## config.mk

```make
export PLATFORM = sky130hd
export DESIGN_NAME = dac_spi_tx
export DESIGN_NICKNAME = d
export VERILOG_FILES = /design/src/rtl/dac_spi_tx.sv
export SDC_FILE = /design/constraint.sdc
export NUM_CORES = 1
export LEC_CHECK = 0
export ABC_AREA = 1
export BUFFER_PORTS_ARGS = -buffer_cell sky130_fd_sc_hd__buf_2
export CAP_MARGIN = 10
export CORE_AREA = 10 10 70 72
export DETAILED_ROUTE_END_ITERATION = 10
export DIE_AREA = 0 0 80 82
export GPL_TIMING_DRIVEN = 0
export PLACE_DENSITY = 0.77
export SKIP_CTS_REPAIR_TIMING = 1
export SYNTH_ARGS = -nofsm -noshare
export SYNTH_HDL_FRONTEND = slang
export SYNTH_SLANG_ARGS = --single-unit
```

## constraint.sdc

```tcl
create_clock -name sysclk -period 2.2 [get_ports sysclk]
set_input_delay 0.22 -clock sysclk [delete_from_list [all_inputs] [get_ports sysclk]]
set_output_delay 0.22 -clock sysclk [all_outputs]
set_load 0.01 [all_outputs]
```

## src/rtl/dac_spi_tx.sv

```systemverilog
// dac_spi_tx: serialises 10-bit samples into 16-bit MCP4911-style SPI write frames.
//
// Optional feature macro: DAC_LDAC_EN
//   defined     - an LDAC state follows each frame; dac_ld_n pulses low for CLK_DIV cycles
//   not defined - no LDAC state; dac_ld_n is tied low and the DAC updates on cs_n rising
//
// Parameters
//   CLK_DIV   sysclk cycles per SCK half-period (H, >= 1)
//   DAC_BUF   frame bit 14 (VREF buffer enable)
//   DAC_GA_N  frame bit 13 (1 = 1x gain)
//
// Ports
//   sysclk    in   system clock, rising edge
//   reset     in   synchronous active-high reset
//   data_in   in   10-bit offset-binary sample
//   load      in   1-cycle strobe, data_in valid
//   dac_cs_n  out  SPI chip select, active low
//   dac_sck   out  SPI clock, idles low
//   dac_sdi   out  SPI data, MSB first
//   dac_ld_n  out  DAC latch strobe, active low
//   busy      out  frame in progress
//   done      out  1-cycle pulse when the FSM returns to idle
module dac_spi_tx #(
   parameter int CLK_DIV  = 25,
   parameter int DAC_BUF  = 0,
   parameter int DAC_GA_N = 1
) (
   input  logic       sysclk,
   input  logic       reset,
   input  logic [9:0] data_in,
   input  logic       load,
   output logic       dac_cs_n,
   output logic       dac_sck,
   output logic       dac_sdi,
   output logic       dac_ld_n,
   output logic       busy,
   output logic       done
);

   localparam int HW = $clog2(CLK_DIV + 1);
   localparam logic [HW-1:0] H_LAST = HW'(CLK_DIV - 1);

`ifdef DAC_LDAC_EN
   typedef enum logic [1:0] {IDLE, SETUP, SHIFT, LDAC} state_t;
`else
   typedef enum logic [1:0] {IDLE, SETUP, SHIFT} state_t;
   assign dac_ld_n = 1'b0;
`endif

   state_t          state;
   logic [HW-1:0]   hcnt;
   logic [4:0]      bcnt;
   logic [15:0]     sr;
   logic            pend;
   logic [9:0]      pend_data;
   logic            h_end;

   assign h_end = hcnt == H_LAST;

   function automatic logic [15:0] frame(input logic [9:0] d);
      return {1'b0, 1'(DAC_BUF), 1'(DAC_GA_N), 1'b1, d, 2'b00};
   endfunction

   always_ff @(posedge sysclk) begin
      if (reset) begin
         state     <= IDLE;
         hcnt      <= '0;
         bcnt      <= '0;
         sr        <= '0;
         pend      <= 1'b0;
         pend_data <= '0;
         dac_cs_n  <= 1'b1;
         dac_sck   <= 1'b0;
         dac_sdi   <= 1'b0;
         busy      <= 1'b0;
         done      <= 1'b0;
`ifdef DAC_LDAC_EN
         dac_ld_n  <= 1'b1;
`endif
      end else begin
         done <= 1'b0;
         hcnt <= h_end ? '0 : hcnt + 1'b1;
         case (state)
            IDLE: begin
               hcnt <= '0;
               bcnt <= '0;
               // sdi presents frame[15] during SETUP; sr holds the remaining bits MSB-aligned
               if (pend || load) begin
                  {dac_sdi, sr} <= {frame(pend ? pend_data : data_in), 1'b0};
                  dac_cs_n      <= 1'b0;
                  busy          <= 1'b1;
                  state         <= SETUP;
               end
               // a pending sample wins; a simultaneous load becomes the new pending one
               if (pend) begin
                  pend <= load;
                  if (load) pend_data <= data_in;
               end
            end
            SETUP: if (h_end) state <= SHIFT;
            SHIFT: if (h_end) begin
               if (!dac_sck) dac_sck <= 1'b1;
               else begin
                  dac_sck <= 1'b0;
                  if (bcnt == 5'd15) begin
                     dac_cs_n <= 1'b1;
`ifdef DAC_LDAC_EN
                     dac_ld_n <= 1'b0;
                     state    <= LDAC;
`else
                     busy     <= 1'b0;
                     done     <= 1'b1;
                     state    <= IDLE;
`endif
                  end else begin
                     {dac_sdi, sr} <= {sr, 1'b0};
                     bcnt          <= bcnt + 5'd1;
                  end
               end
            end
`ifdef DAC_LDAC_EN
            LDAC: if (h_end) begin
               dac_ld_n <= 1'b1;
               busy     <= 1'b0;
               done     <= 1'b1;
               state    <= IDLE;
            end
`endif
            default: state <= IDLE;
         endcase
         // busy is high exactly outside IDLE; newest in-flight sample overwrites older
         if (busy && load) begin
            pend      <= 1'b1;
            pend_data <= data_in;
         end
      end
   end

endmodule
```

### Word level (Yosys, flattened, before mapping)

Cells that the tools add are included.

| word-level totals | value |
|---|---|
| register bits after elaboration | 44 |
| bits of input ports | 13 |
| output and inout port bits | 6 |
| word-level logic and storage cells | 80 |

| operators by class | value |
|---|---|
| $add $sub $neg | 2 |
| equality and inequality tests | 10 |
| muxes and demuxes | 39 |
| bitwise gates (word level) | 3 |
| reductions and logical operators | 15 |

Operators with widths:

| cell | number |
|---|---|
| $mux W16 | 4 |
| $mux W10 | 5 |
| $pmux W16 S2 | 1 |
| $mux W1 | 16 |
| $mux W5 | 3 |
| $reduce_and A5 Y1 | 3 |
| $ne A2 B2 Y1 const B | 6 |
| $add A5 B1 Y5 const B | 2 |
| $mux W2 | 5 |
| $pmux W5 S2 | 1 |
| $reduce_bool A2 Y1 | 4 |
| $pmux W1 S2 | 3 |
| $pmux W2 S3 | 1 |
| $eq A5 B4 Y1 const B | 1 |
| $eq A5 B5 Y1 const B | 1 |
| $reduce_and A4 Y1 | 1 |
| $reduce_or A4 Y1 | 1 |
| $not A1 Y1 | 3 |
| $reduce_and A3 Y1 | 1 |
| $reduce_or A3 Y1 | 1 |
| $eq A2 B1 Y1 const B | 1 |
| $eq A2 B2 Y1 const B | 1 |
| $logic_not A2 Y1 | 1 |
| $reduce_and A2 Y1 | 1 |
| 2 further kinds | 2 |

### Longest topological paths before layout

Gate-level depths: netlist (run 1).

| depth | value |
|---|---|
| word-level depth | 5 |
| gate-level depth with buffers | 11 |
| gate-level depth less buffers | 11 |

### Least setup slack after synthesis (run 1)

Ideal clock, no wire load.

| timing | value |
|---|---|
| path kind | flip-flop to flip-flop |
| start point | register bcnt[0] |
| end point | register sr[4] |
| library setup time | 0.113 ns |
| data arrival time | 1.537 ns |
| required time | 2.087 ns |
| path slack | 0.550 ns |
| stages on the path, launching flop included | 11 |
| buffers on the path | 1 |
| period minus slack after synthesis | 1.650 ns |
| cells stage by stage | dfxtp_1 > ha_1 > nand2_1 > nor2_1 > ha_1 > nand3b_1 > nand2_2 > nand3_4 > buf_4 > nor2_1 > nor2_1 |

| between the ends | value |
|---|---|
| longest elaborated chain between the ends | 3 |

Ends and longest elaborated chain:

| element | line | text |
|---|---|---|
| from (decl) | 52 | `logic [4:0] bcnt;` |
| from (signal assigned) | 117 | `bcnt <= bcnt + 5'd1;` |
| $eq A5 B4 Y1 | 105 | `if (bcnt == 5'd15) begin` |
| $ne A2 B2 Y1 (no line) | n/a |  |
| $reduce_and A5 Y1 (no line) | n/a |  |
| to (signal assigned) | 89 | `{dac_sdi, sr} <= {frame(pend ? pend_data : data_in), 1'b0};` |
| to (signal assigned) | 116 | `{dac_sdi, sr} <= {sr, 1'b0};` |
| to (decl) | 53 | `logic [15:0] sr;` |

Every way passes these cells.
A chain may end at the register's enable or synchronous reset.

### Final worst setup path (run 1)

Same ends and word-level chain as after synthesis.

==> results of run 1 <==
-- placed cells by master, fill, tap and decap left out, drive strengths merged --
master	n
xor2	2
dfxtp	41
conb	1
a21oi	17
nand2	82
bufinv	1
nand3	11
a31oi	4
buf	25
inv	44
or2	2
nand3b	1
nor2	55
nor3	1
clkbuf	10
nand4	7
ha	5
o21ai	20
-- kinds of logic (layout without fill, tap and decap cells) --
kind of cell / Yosys count / count (layout) / synth area share
fa+ha+maj: 5 / 5 / 0.03100
other cells: 1 / 1 / 0.001858
flops: 41 / 41 / 0.4067
simple gates: 159 / 159 / 0.3348
compound gates: 41 / 41 / 0.1041
buf+inv: 55 / 80 / 0.1128
xor+xnor: 2 / 2 / 0.008681
-- state kept, by name, indices dropped and copies added (netlist names), 2 cells and up --
register / cells
bcnt: 5
sr: 13
hcnt: 5
pend_data: 10
state: 2
-- critical path: cells and delay by family, from the launching register on --
family / cells / cell delay (ns)
buf+inv: 1 / 0.19
flops: 1 / 0.36
simple gates: 7 / 0.79
fa+ha+maj: 2 / 0.38
-- per-layer routing --
metal / part of all wire / wire length, um / GRT usage
met1: 0.47 / 1986 / 0.1582
met4: 0.017 / 72 / 0.04754
met5: 0 / 0 / 0
met3: 0.052 / 218 / 0.04367
met2: 0.46 / 1941 / 0.2175
-- synthesized netlist by cell type, types with 4 or more instances --
library cell,n,area (um2)
nand2_1,79,296.5
nor2_1,54,202.7
dfxtp_1,41,820.8
inv_1,39,146.4
a21oi_1,17,85.08
o21ai_0,17,85.08
nand3_1,9,45.04
nand4_1,7,43.79
buf_2,5,25.02
ha_1,5,62.56
inv_2,5,18.77
a31oi_1,4,25.02
-- power groups by stage --
stage          clock (W)  combinational [W]  sequential [W]
2_1_floorplan          0           0.000203        0.000848
3_3_place_gp           0           0.000264        0.000849
3_5_place_dp           0           0.000269        0.000850
4_1_cts         0.000520           0.000271        0.000833
5_1_grt         0.000553           0.000312        0.000841
6_report        0.000510           0.000271        0.000833
-- layout make-up --
type                       instances  share of cell area
multi-input combinational        208              0.4313
sequential                        41              0.3651
inverter                          44             0.07346
timing repair buffer              17             0.03784
buffer                            11             0.02782
tap                               48             0.02671
clock buffer                       7             0.02449
clock inverter                     1             0.01336
-- metrics by stage --
| step | instances | hold WS, ns | total power (W) | setup slack, ns | utilization |
|---|---|---|---|---|---|
| 2_1_floorplan | 304 | 0.3684 | 0.001051 | 0.5501 | - |
| 3_3_place_gp | 369 | 0.4386 | 0.001113 | 0.4067 | 0.6045 |
| 3_5_place_dp | 369 | 0.4421 | 0.001119 | 0.3825 | 0.6045 |
| 4_1_cts | 377 | 0.1128 | 0.001624 | 0.3577 | 0.6283 |
| 5_1_grt | 377 | 0.1276 | 0.001705 | 0.2001 | 0.6283 |
| 6_report | 377 | 0.1115 | 0.001615 | 0.3759 | 0.6283 |
-- path summary, 6_finish.rpt --
| check | startpoint | to | slack, ns | cells past startpoint |
|---|---|---|---|---|
| worst min register to register | pend_data[5] | pend_data[5] | 0.46 | 2 |
| worst min-delay path | data_in[0] | pend_data[0] | 0.11 | 3 |
| worst max register to register | bcnt[0] | sr[4] | 0.38 | 10 |
| worst max-delay path | bcnt[0] | sr[4] | 0.38 | 10 |
==> impl_metrics.tcl, run 1 <==
set metrics [dict create \
    synthDistinctLibCells 26 \
    synthCells 304 \
    worst_path_max_delay_cell "dfxtp_1" \
    p_leak_nw 1.058 \
    area_growth_pct 11.41 \
    antenna_found_initial 0 \
    path_common_cell "nor2_1" \
    coreArea_mm2 0.003578 \
    rsz0062_at_grt "no" \
    ir_drop_mv 0.4201 \
    avgSynthCellArea_um2 6.639 \
    grt_overflow 0 \
    drc_errors 0 \
    layout-drive-gt1-share 0.1368 \
    ys.flop_type "dfxtp_1" \
    p_int_w 0.001176 \
    gp_congestion 0.8379 \
    num_antenna_cells 0 \
    clk_path_buf_depth 2 \
    crit_fanout 10 \
    syn_nets 322 \
    firstDrtPassIters 4 \
    startpoint_type "flop" \
    grt_pass1_vias 1668 \
    htree_levels 2 \
    seq_area_um2 820.8 \
    wl_per_cell_um 11.19 \
    vias 1864 \
    max_freq_mhz 548.2 \
    numCtsBuffers 5 \
    worstPathRequired_ns 2.45 \
    crit_chain "ha_1 > nand2_1 > nor2_1 > ha_1 > nand3b_1 > nand2_2 > nand3_4 > buf_4 > nor2_1 > nor2_1" \
    synth_seq_cells 41 \
    nets 346 \
    syn_area_mm2 0.002018 \
    powerDensity_mw_per_mm2 718.1 \
    die-width_um 80 \
    hpwlAfterDp_um 3115 \
    slowest_delay_ns 0.36 \
    skew_ns 0.01129 \
    die_h_um 82 \
    arrival_ns 2.08 \
    vias_per_cell 4.944 \
    grt_max_degree 13 \
    port_buffers 17 \
    routed_wl_um 4218 \
    multi_input_area_um2 969.7 \
    p_clk_frac 0.316 \
    hold_violations 0 \
    rows 22 \
    synth-seq-area-share 0.4067 \
    cts.sinks 41 \
    cts_tree "yes" \
    cap_violations 0 \
    min_period_ns 1.824 \
    p_comb_frac 0.168 \
    stdcell_area_mm2 0.002248 \
    placed_area_mm2 0.002163 \
    ant_nets 0 \
    clkTransAtPathRegs_ns 0.12 \
    cts_root_buf "clkbuf_4" \
    crit_type "reg2reg" \
    p_sw_w 0.0004389 \
    worstHoldPathType "in2reg" \
    drt_iter0_drc 89 \
    fin_crit_sh 0.8291 \
    slew_violations 0 \
    grt_first_pass_wirelength_um 7107 \
    grtUsageTotal 0.1323 \
    tns_ns 0 \
    insertion_delay_ns 0.35 \
    switching_share 0.2718 \
    synth_warnings 0 \
    initial_core_util 0.5640 \
    async_flop_share 0 \
    die_area_mm2 0.006560 \
    ios 19 \
    critPathCaptureType "flop" \
    setup_viol 0 \
    synth_edf_count 0 \
    power_frac_seq 0.516 \
    status "completed" \
    nFillCells 365 \
]
No activity file was read; power rests on OpenSTA's default activity.
==> run 2, diff against run 1 <==
CORE_AREA = 10 10 74 76   (was 10 10 70 72)
DIE_AREA = 0 0 84 86   (was 0 0 80 82)
PLACE_DENSITY = 0.72   (was 0.77)
clock period = 1.64 ns   (was 2.2 ns; I/O delays follow)
==> impl_metrics.tcl, run 2 (same netlist as run 1, synthesis figures left out) <==
set metrics [dict create \
    gp_congestion 0.8342 \
    htree_levels 2 \
    place_ws_ns -0.1603 \
    skew_ns 0.005301 \
    die_h_um 86 \
    initial_core_util 0.5082 \
    drc_errors 0 \
    maxSlewHeadroom 0.6646 \
    crit_type "reg2reg" \
    worstPathRequired_ns 1.84 \
    cts.sinks 41 \
    layout_common_cells "nand2_1, nor2_1, dfxtp_1, inv_1, buf_2" \
    min_period_ns 1.697 \
    die-width_um 84 \
    layout-drive-gt1-share 0.2156 \
    ios 19 \
    setup_slack_ns -0.05682 \
    grt_first_pass_wirelength_um 7514 \
    reg2reg_from "bcnt[0]" \
    crit_chain "ha_4 > nand2_4 > nor2_4 > ha_2 > nand3b_1 > nand2_4 > nand3_4 > buf_8 > nor2_1 > nor2_1" \
    rows 23 \
    drt_iter0_drc 129 \
    slew_violations 0 \
    setup_viol 17 \
    arrival_ns 1.89 \
    worstHoldPathType "in2reg" \
    antenna_found_initial 0 \
    cp-startpoint "bcnt[0]" \
    slowest_delay_ns 0.37 \
    largest_reg_flops 13 \
    whs_endpoint "pend_data[3]" \
    num_antenna_cells 0 \
    grtUsageTotal 0.1225 \
    reg2reg_depth 10 \
    hold_path_depth 3 \
    ff2ff_setup_slack_ns -0.06 \
    cts_root_buf "clkbuf_8" \
    startpoint_type "flop" \
    firstDrtPassIters 4 \
    violations "setup timing" \
    ir_drop_mv 0.7745 \
    rsz0062_at_grt "yes" \
    hpwlAfterDp_um 3144 \
    vias 1870 \
    crit_fanout 10 \
    area_growth_pct 21.76 \
    max_flop_register "sr" \
    vias_per_cell 4.870 \
    max_freq_mhz 589.3 \
    final_common_cell "nand2_1" \
    status "finished with violations" \
    worst_path_max_delay_cell "dfxtp_4" \
    cts_tree "yes" \
    powerDensity_mw_per_mm2 1025 \
    grt_max_degree 15 \
    grt_overflow 0 \
    final_util 0.6188 \
    ant_nets 0 \
    rr_endpoint "sr[4]" \
    hold_violations 0 \
    clk_path_buf_depth 2 \
    routed_wl_um 4519 \
    nets 351 \
    critPathCaptureType "flop" \
    p_leak_nw 1.135 \
    tightest_slew_ns 0.5032 \
    clkTransAtPathRegs_ns 0.08 \
    hp-start "data_in[3]" \
    grt_pass1_vias 1749 \
    insertion_delay_ns 0.30 \
    top_regs "sr x13, pend_data x10" \
    die_area_mm2 0.007224 \
    coreArea_mm2 0.003971 \
    numCtsBuffers 5 \
    place_inst 371 \
    wl_per_cell_um 11.77 \
    port_buffers 17 \
    power_w 0.002518 \
    fin_cells 384 \
    fin_crit_sh 1.035 \
    cap_violations 0 \
]
run 2: changes by cell type in the layout (fill, tap and decap cells not counted), sizes merged:
cell	delta
buf	+4
bufinv	+1
clkbuf	-1
inv	+1
run 2: how the worst max path moves through the flow:
stage,endpoint
2_1_floorplan,sr[4]
3_3_place_gp,sr[7]
3_5_place_dp,sr[7]
6_report,sr[4]
5_1_grt,sr[9]
4_1_cts,sr[7]
run 2: area by class of cell:
class | count | area [um2]
fill | 370 | 1514
multi-input combinational | 208 | 1050
sequential | 41 | 828.3
inverter | 44 | 165.2
timing repair buffer | 22 | 140.1
buffer | 11 | 73.82
clock buffer | 5 | 68.82
clock inverter | 3 | 68.82
tap | 50 | 62.56
run 2: power breakdown:
part / switching [W] / internal, W / total [W] / leakage, nW
clock: 0.000360 / 0.000612 / 0.000973 / 0.0687
combinational: 0.000250 / 0.000179 / 0.000430 / 0.728
sequential: 0.0000419 / 0.00107 / 0.00112 / 0.338
run 2: through the flow:
stage	cell area, um2	TNS [ns]	hold slack, ns
2_1_floorplan	2022	0	0.3124
3_3_place_gp	2170	-1.362	0.4224
3_5_place_dp	2170	-1.664	0.4334
4_1_cts	2307	-2.054	0.1216
5_1_grt	2457	-2.175	0.1231
6_report	2457	-0.5503	0.1272
run 2: routing by layer:
metal	vias up	track usage	part of all wire
li1	1005	-	-
met4	0	0.05784	0.013
met3	7	0.03122	0.055
met1	816	0.1346	0.43
met5	-	0	0
met2	42	0.2160	0.50
run 2: critical path: cells and delay by family (launching register included):
kind / cells / cell delay (ns)
simple gates: 7 / 0.73
flops: 1 / 0.37
buf+inv: 1 / 0.17
fa+ha+maj: 2 / 0.32
==> run 3, diff against run 2 <==
--- a/config.mk
+++ b/config.mk
@@ -15,2 +15,3 @@
 export PLACE_DENSITY = 0.72
+export REMOVE_ABC_BUFFERS = 1
 export SKIP_CTS_REPAIR_TIMING = 1
--- a/constraint.sdc
+++ b/constraint.sdc
@@ -3,2 +3,2 @@
 set_output_delay 0.164 -clock sysclk [all_outputs]
-set_load 0.01 [all_outputs]
+set_load 0.02 [all_outputs]
==> impl_metrics.tcl, run 3 (same netlist as run 1, synthesis figures left out) <==
set metrics [dict create \
    setup_slack_ns -0.1171 \
    vias 1853 \
    wl_per_cell_um 11.67 \
    slew_violations 0 \
    firstDrtPassIters 4 \
    cap_violations 0 \
    num_antenna_cells 0 \
    powerDensity_mw_per_mm2 975.1 \
    cts_root_buf "clkbuf_8" \
    numCtsBuffers 5 \
    drt_iter0_drc 141 \
    drc_errors 0 \
    grt_overflow 0 \
    grt_max_degree 27 \
    top_regs "sr x13, pend_data x10" \
    fin_hold_ws_ns 0.1067 \
    insertion_delay_ns 0.30 \
    gp_congestion 0.7823 \
    status "finished with violations" \
    area_growth_pct 20.15 \
    min_period_ns 1.757 \
    layout-drive-gt1-share 0.2018 \
    critPathCaptureType "flop" \
    layout_common_cells "nand2_1, nor2_1, dfxtp_1, inv_1" \
    fin_cells 377 \
    die-width_um 84 \
    worstHoldPathType "in2reg" \
    clk_path_buf_depth 2 \
    skew_ns 0.009835 \
    arrival_ns 2.00 \
    routed_wl_um 4401 \
    clkTransAtPathRegs_ns 0.08 \
    largest_reg_flops 13 \
    worstPathRequired_ns 1.89 \
    fin_crit_sh 1.071 \
    cts.sinks 41 \
    die_h_um 86 \
    htree_levels 2 \
    violations "setup timing" \
    ios 19 \
    startpoint_type "flop" \
    grtUsageTotal 0.1123 \
    vias_per_cell 4.915 \
    rsz0062_at_grt "yes" \
    max_freq_mhz 569.1 \
    place_ws_ns -0.2512 \
    initial_core_util 0.5082 \
    crit_fanout 6 \
    ant_nets 0 \
    nets 344 \
    rows 23 \
    stdcell_area_mm2 0.002425 \
    max_flop_register "sr" \
    p_leak_nw 1.103 \
    hp-start "data_in[2]" \
    seq_area_um2 829.5 \
    hold_path_depth 3 \
    final_common_cell "nand2_1" \
    crit_type "reg2reg" \
    reg2reg_from "bcnt[0]" \
    tightest_slew_ns 0.7909 \
    die_area_mm2 0.007224 \
    grt_first_pass_wirelength_um 6865 \
    reg2reg_depth 10 \
    whs_endpoint "pend_data[2]" \
    place_inst 360 \
    rr_endpoint "sr[6]" \
    maxSlewHeadroom 0.4722 \
    nFillCells 378 \
    coreArea_mm2 0.003971 \
    setup_viol 18 \
    placed_area_mm2 0.002103 \
    cts_tree "yes" \
    hold_violations 0 \
    antenna_found_initial 0 \
    port_buffers 17 \
    power_w 0.002364 \
    multi_input_area_mm2 0.001122 \
    grt_pass1_vias 1567 \
    hpwlAfterDp_um 2721 \
    ff2ff_setup_slack_ns -0.12 \
    ir_drop_mv 0.5712 \
]
## run 3: cell types whose count changed in the layout (fill, tap and decap cells not counted), sizes merged
cell,delta
bufinv,-1
inv,-1
nand2,+1
nand3,+3
clkbuf,-2
buf,-7
## run 3: area by class of cell
type / instances / area share
clock inverter: 1 / 0.01238
multi-input combinational: 212 / 0.4628
tap: 50 / 0.02580
timing repair buffer: 22 / 0.05212
clock buffer: 7 / 0.03560
sequential: 41 / 0.3421
inverter: 44 / 0.06914
## run 3: power by group
group / switching [W] / total [W] / leakage [nW] / internal [W]
logic: 0.000253 / 0.000394 / 0.707 / 0.000142
registers: 0.0000479 / 0.00112 / 0.338 / 0.00107
clock network: 0.000352 / 0.000848 / 0.0585 / 0.000496
total: 0.000652 / 0.00236 / 1.10 / 0.00171
## run 3: per-layer routing
metal / global-route usage / vias to the layer above / wire [um]
met2: 0.1833 / 28 / 2091
met1: 0.1307 / 831 / 2044
met3: 0.04068 / 6 / 205
met4: 0.04566 / 0 / 60
met5: 0 / - / 0
li1: - / 988 / -
## run 3: through the flow
step,utilization,setup TNS (ns)
2_1_floorplan,-,0
3_5_place_dp,0.5296,-5.320
4_1_cts,0.5589,-5.639
6_report,0.6106,-1.304
5_1_grt,0.6106,-3.296
3_3_place_gp,0.5296,-4.512
## run 3: worst max path at each step
stage	slack, ns	to	from
detailed placement	-0.25	sr[5]	bcnt[0]
global route	-0.23	sr[6]	bcnt[0]
floorplan	0.02	sr[4]	bcnt[0]
CTS	-0.25	sr[5]	bcnt[0]
finish	-0.12	sr[6]	bcnt[0]
global placement	-0.24	sr[5]	bcnt[0]
## run 3: worst max-delay path, cell delays in order (launching register included)
cell      delay (ns)
dfxtp_4         0.36
ha_4            0.17
nand2_4         0.06
nor2_4          0.04
ha_4            0.14
nand3b_1        0.28
nand2_4         0.24
nand3_4         0.15
nand2_2         0.10
nand2_1         0.04
nor2_1          0.12
